==> config.mk <==
export PLATFORM = sky130hd
export DESIGN_NAME = wshb_arbiter
export DESIGN_NICKNAME = d
export VERILOG_FILES = /design/src/rtl/wshb_arbiter.sv
export SDC_FILE = /design/constraint.sdc
export NUM_CORES = 1
export LEC_CHECK = 0
export BUFFER_PORTS_ARGS = -buffer_cell sky130_fd_sc_hd__buf_2
export CORE_AREA = 4 4 129 131
export DETAILED_ROUTE_END_ITERATION = 10
export DIE_AREA = 0 0 133 135
export GPL_ROUTABILITY_DRIVEN = 0
export PLACE_DENSITY = 0.55
export SETUP_SLACK_MARGIN = 0.2
export SYNTH_ARGS = -nofsm -noshare
export SYNTH_HDL_FRONTEND = slang
export SYNTH_SLANG_ARGS = --single-unit
==> constraint.sdc <==
create_clock -name wshb_clk -period 2.67 [get_ports wshb_clk]
set_clock_uncertainty 0.15 [all_clocks]
set_input_delay 0.267 -clock wshb_clk [delete_from_list [all_inputs] [get_ports wshb_clk]]
set_output_delay 0.267 -clock wshb_clk [all_outputs]
set_load 0.02 [all_outputs]
==> src/rtl/wshb_arbiter.sv <==
// Round-robin Wishbone arbiter sharing one SDRAM master port between the vga reader
// and the mire writer, with bounded-burst preemption when the other side is waiting.
module wshb_arbiter #(
  parameter int unsigned MAX_BEATS = 16,
  parameter int unsigned CNT_WIDTH = $clog2(MAX_BEATS + 1)
) (
  input  logic        wshb_clk,
  input  logic        wshb_rst,
  // requester 0: vga reader
  input  logic        vga_cyc,
  input  logic        vga_stb,
  input  logic        vga_we,
  input  logic [31:0] vga_adr,
  input  logic [3:0]  vga_sel,
  input  logic [31:0] vga_dat_ms,
  input  logic [2:0]  vga_cti,
  input  logic [1:0]  vga_bte,
  output logic [31:0] vga_dat_sm,
  output logic        vga_ack,
  output logic        vga_err,
  output logic        vga_rty,
  // requester 1: mire writer
  input  logic        mire_cyc,
  input  logic        mire_stb,
  input  logic        mire_we,
  input  logic [31:0] mire_adr,
  input  logic [3:0]  mire_sel,
  input  logic [31:0] mire_dat_ms,
  input  logic [2:0]  mire_cti,
  input  logic [1:0]  mire_bte,
  output logic [31:0] mire_dat_sm,
  output logic        mire_ack,
  output logic        mire_err,
  output logic        mire_rty,
  // shared port toward the SDRAM controller
  output logic        ifm_cyc,
  output logic        ifm_stb,
  output logic        ifm_we,
  output logic [31:0] ifm_adr,
  output logic [3:0]  ifm_sel,
  output logic [31:0] ifm_dat_ms,
  output logic [2:0]  ifm_cti,
  output logic [1:0]  ifm_bte,
  input  logic [31:0] ifm_dat_sm,
  input  logic        ifm_ack,
  output logic [1:0]  grant
);

  typedef enum logic [1:0] {IDLE, GNT_VGA, GNT_MIRE} state_t;

  localparam logic [CNT_WIDTH-1:0] LAST_BEAT = CNT_WIDTH'(MAX_BEATS - 1);

  state_t               state;
  logic [CNT_WIDTH-1:0] beats;
  logic                 last;

  // last = 1 after reset so vga wins the first tie
  always_ff @(posedge wshb_clk) begin
    if (wshb_rst) begin
      state <= IDLE;
      grant <= 2'b00;
      beats <= '0;
      last  <= 1'b1;
    end else begin
      case (state)
        IDLE: begin
          if (vga_cyc && (!mire_cyc || last)) begin
            state <= GNT_VGA;
            grant <= 2'b01;
            beats <= '0;
            last  <= 1'b0;
          end else if (mire_cyc) begin
            state <= GNT_MIRE;
            grant <= 2'b10;
            beats <= '0;
            last  <= 1'b1;
          end
        end
        GNT_VGA: begin
          if (!vga_cyc || (ifm_ack && beats == LAST_BEAT && mire_cyc)) begin
            if (mire_cyc) begin
              state <= GNT_MIRE;
              grant <= 2'b10;
              beats <= '0;
              last  <= 1'b1;
            end else begin
              state <= IDLE;
              grant <= 2'b00;
            end
          end else if (ifm_ack) begin
            beats <= (beats == LAST_BEAT) ? '0 : beats + CNT_WIDTH'(1);
          end
        end
        GNT_MIRE: begin
          if (!mire_cyc || (ifm_ack && beats == LAST_BEAT && vga_cyc)) begin
            if (vga_cyc) begin
              state <= GNT_VGA;
              grant <= 2'b01;
              beats <= '0;
              last  <= 1'b0;
            end else begin
              state <= IDLE;
              grant <= 2'b00;
            end
          end else if (ifm_ack) begin
            beats <= (beats == LAST_BEAT) ? '0 : beats + CNT_WIDTH'(1);
          end
        end
        default: begin
          state <= IDLE;
          grant <= 2'b00;
        end
      endcase
    end
  end

  // Forward mux selected by the registered owner
  always_comb begin
    ifm_cyc    = 1'b0;
    ifm_stb    = 1'b0;
    ifm_we     = 1'b0;
    ifm_adr    = '0;
    ifm_sel    = '0;
    ifm_dat_ms = '0;
    ifm_cti    = '0;
    ifm_bte    = '0;
    case (state)
      GNT_VGA: begin
        ifm_cyc    = vga_cyc;
        ifm_stb    = vga_stb;
        ifm_we     = vga_we;
        ifm_adr    = vga_adr;
        ifm_sel    = vga_sel;
        ifm_dat_ms = vga_dat_ms;
        ifm_cti    = vga_cti;
        ifm_bte    = vga_bte;
      end
      GNT_MIRE: begin
        ifm_cyc    = mire_cyc;
        ifm_stb    = mire_stb;
        ifm_we     = mire_we;
        ifm_adr    = mire_adr;
        ifm_sel    = mire_sel;
        ifm_dat_ms = mire_dat_ms;
        ifm_cti    = mire_cti;
        ifm_bte    = mire_bte;
      end
      default: ;
    endcase
  end

  assign vga_dat_sm  = ifm_dat_sm;
  assign mire_dat_sm = ifm_dat_sm;
  assign vga_ack     = (state == GNT_VGA) && ifm_ack;
  assign mire_ack    = (state == GNT_MIRE) && ifm_ack;
  assign vga_err     = 1'b0;
  assign vga_rty     = 1'b0;
  assign mire_err    = 1'b0;
  assign mire_rty    = 1'b0;

endmodule

==> results.cfg <==
[logic_synthesis]
synthMostInstantiatedCell = a22o_1
synth.avg_cell_area_um2 = 7.63
ys_types = 37
synth_xor_area_share_pct = 0
muxShareOfSynthArea_pct = 1.01
synthFlopType = dfxtp_1
synth-simple-area-share_pct = 11.1
synth-async-reset-ratio_pct = 0
synth_top_family_by_area = compound AO/OA/AOI/OAI gates
yosysTopAreaCellShare_pct = 33.9
synth_warnings = 0
syn_area_um2 = 1990
synth-compound-area-share_pct = 44.7
synthAdderAreaFrac_pct = 3.14
ys_seq_area_share_pct = 8.05
ys_ff_latch = 8
synth_edf_count = 0
yosys-top-cells-count = 77 x a22o_1, 69 x buf_4, 9 x buf_2, 9 x nand2_1
syn_inst = 261
yosysTopAreaCell = a22o_1
synth_area_leaders = a22o_1 34%, buf_4 26%, dfxtp_1 8.0%

[floorplan]
die_area_um2 = 18000
die_width_um = 133
die_h_um = 135
core_area_um2 = 15600
rows = 46
io_pins = 335
start_util_pct = 12.8

[worst_setup_path]
start_kind = flip-flop
crit_chain = inv_1 > ha_2 > and2_4 > clkbuf_16 > a22o_1 > buf_2
crit_family = buffers and inverters
crit_arrival_ns = 1.95
timing.setup.critical_path_class = reg2out
cp_num_buf_inv = 3
max_stage_delay_ns = 0.40
slowest_stage = ha_2
cp.required_ns = 2.25
endpoint_kind = output port
path_max_fanout = 38

[power]
combPwrFrac_pct = 72.6
powerDensity_nw_per_um2 = 503
power_frac_seq_pct = 10.4
peakVddDrop_mv = 0.195
leakage_nw = 1.66
switching_share_pct = 47.4
total_switching_power_w = 0.000724
clkPwrFrac_pct = 17.0
cellInternalPower_w = 0.000804

[drt]
drc_errors = 0
initialDrtViolationCount = 133
first_pass_iters = 4
wl_um = 11300
wire_per_inst_um = 17.9
viasPerCell = 4.21
detailroute.via_count = 2655
drtAntennaViolNets = 0

[clock_network]
clock-sinks = 8
insertion_delay_ns = 0.24
cts_tree = built
clkTransAtPathRegs_ns = 0.04
ctsResizeCount = 0
cts-buffers-inserted = 3
holdBufCountCts = 0
cts_htree_levels = 1
clockBufferDepth = 2
root_buffer = clkbuf_16
postCtsSetupBuffers = 0

[finish]
nNetsFinal = 608
seq_area_um2 = 160
multi_input_area_um2 = 1210
final_util_pct = 19.5
drive_gt1_share_pct = 60.1
fill_cells = 1801
areaGrowthSynthToFinish_pct = 52.5

[global_routing]
overflow = 0
grt_first_pass_wirelength_um = 14300
antenna_found_initial = 9
grt_max_degree = 77
gr-usage-all-layers_pct = 10.3
grt_pass1_vias = 2312

[timing]
hold_violations = 0
rsz0062_at_grt = no
fin_crit_ns = 2.37
tns_ns = 0
fmax_ghz = 0.422
finalCritPeriodShare_pct = 88.6
final-setup-viol-count = 0
slew_violations = 0

[job]
cap_violations = 0

[status]
outcome = completed

[place]
hpwl_um = 8850
io_buffers = 234

[hold_path]
hold_class = in2reg
==> worst register-to-register path: cells and delay by family, from the launching register on <==
kind	cells	cell delay [ns]
and+or+nand+nor	2	0.70
AOI/OAI and AO/OA	2	0.39
DFF	1	0.36
adders and majority gates	1	0.29
buffers and inverters	1	0.09
==> power groups by stage <==
| stage | clock, W | sequential [W] | combinational (W) |
|---|---|---|---|
| floorplan | 0 | 0.000167 | 0.000814 |
| global placement | 0 | 0.000160 | 0.00105 |
| detailed placement | 0 | 0.000162 | 0.00105 |
| CTS | 0.000261 | 0.000160 | 0.00105 |
| global route | 0.000270 | 0.000163 | 0.00119 |
| finish | 0.000259 | 0.000160 | 0.00111 |
==> sequential cells by signal (all words and copies together) (netlist names) <==
name,count
beats,5
state,2
last,1
==> metrics by stage <==
step	power (W)	setup WS (ns)	hold slack, ns	std cells	instance area (um^2)
3_5_place_dp	0.00121	0.476	0.307	624	2870
3_3_place_gp	0.00121	0.493	0.306	624	2870
2_1_floorplan	0.000981	0.312	0.286	264	2000
4_1_cts	0.00147	0.212	0.182	627	2950
6_report	0.00153	0.303	0.181	631	3040
5_1_grt	0.00163	0.231	0.221	630	3030
==> final cells by class <==
| type | count | area share [%] |
|---|---|---|
| Antenna cell | 1 | 0.0824 |
| Clock buffer | 3 | 2.47 |
| Inverter | 5 | 0.618 |
| Multi-Input combinational cell | 159 | 40.0 |
| Sequential cell | 8 | 5.28 |
| Tap cell | 216 | 8.90 |
| Timing Repair Buffer | 239 | 42.6 |
==> cells by family (layout without fill, tap and decap cells) <==
kind of cell	count (synthesis)	count (layout)
and+or+nand+nor	41	41
other	1	5
muxes	2	2
DFF	8	8
buffers and inverters	97	247
adders and majority gates	5	5
AOI/OAI and AO/OA	107	107
==> cell usage in the layout (no fill, tap or decap), types with 3 or more instances in the layout <==
master / instances
buf_2: 234
a22o_1: 77
nand2_1: 9
nor2_1: 8
dfxtp_1: 8
nand2b_1: 7
o21ai_0: 7
a21oi_1: 6
clkbuf_16: 6
inv_1: 5
ha_1: 4
conb_1: 4
and2_1: 3
nand4_1: 3
nor3_1: 3
==> per-layer routing <==
layer	GRT usage [%]	vias to the layer above	part of all wire [%]	wire, um
met1	12.1	1202	37	4160
li1	-	1217	-	-
met5	0	-	0	0
met3	3.54	33	11	1260
met2	18.4	203	49	5590
met4	1.73	0	2.5	286
==> final timing paths <==
check	startpoint	end	slack, ns	depth (start not counted)
worst max-delay path	state[0]	ifm_dat_ms[4]	0.30	6
worst min-delay path	wshb_rst	state[0]	0.18	2
worst max register to register	state[1]	state[0]	0.62	6
worst min register to register	beats[4]	beats[4]	0.31	1
No activity file was read; power rests on OpenSTA's default activity.
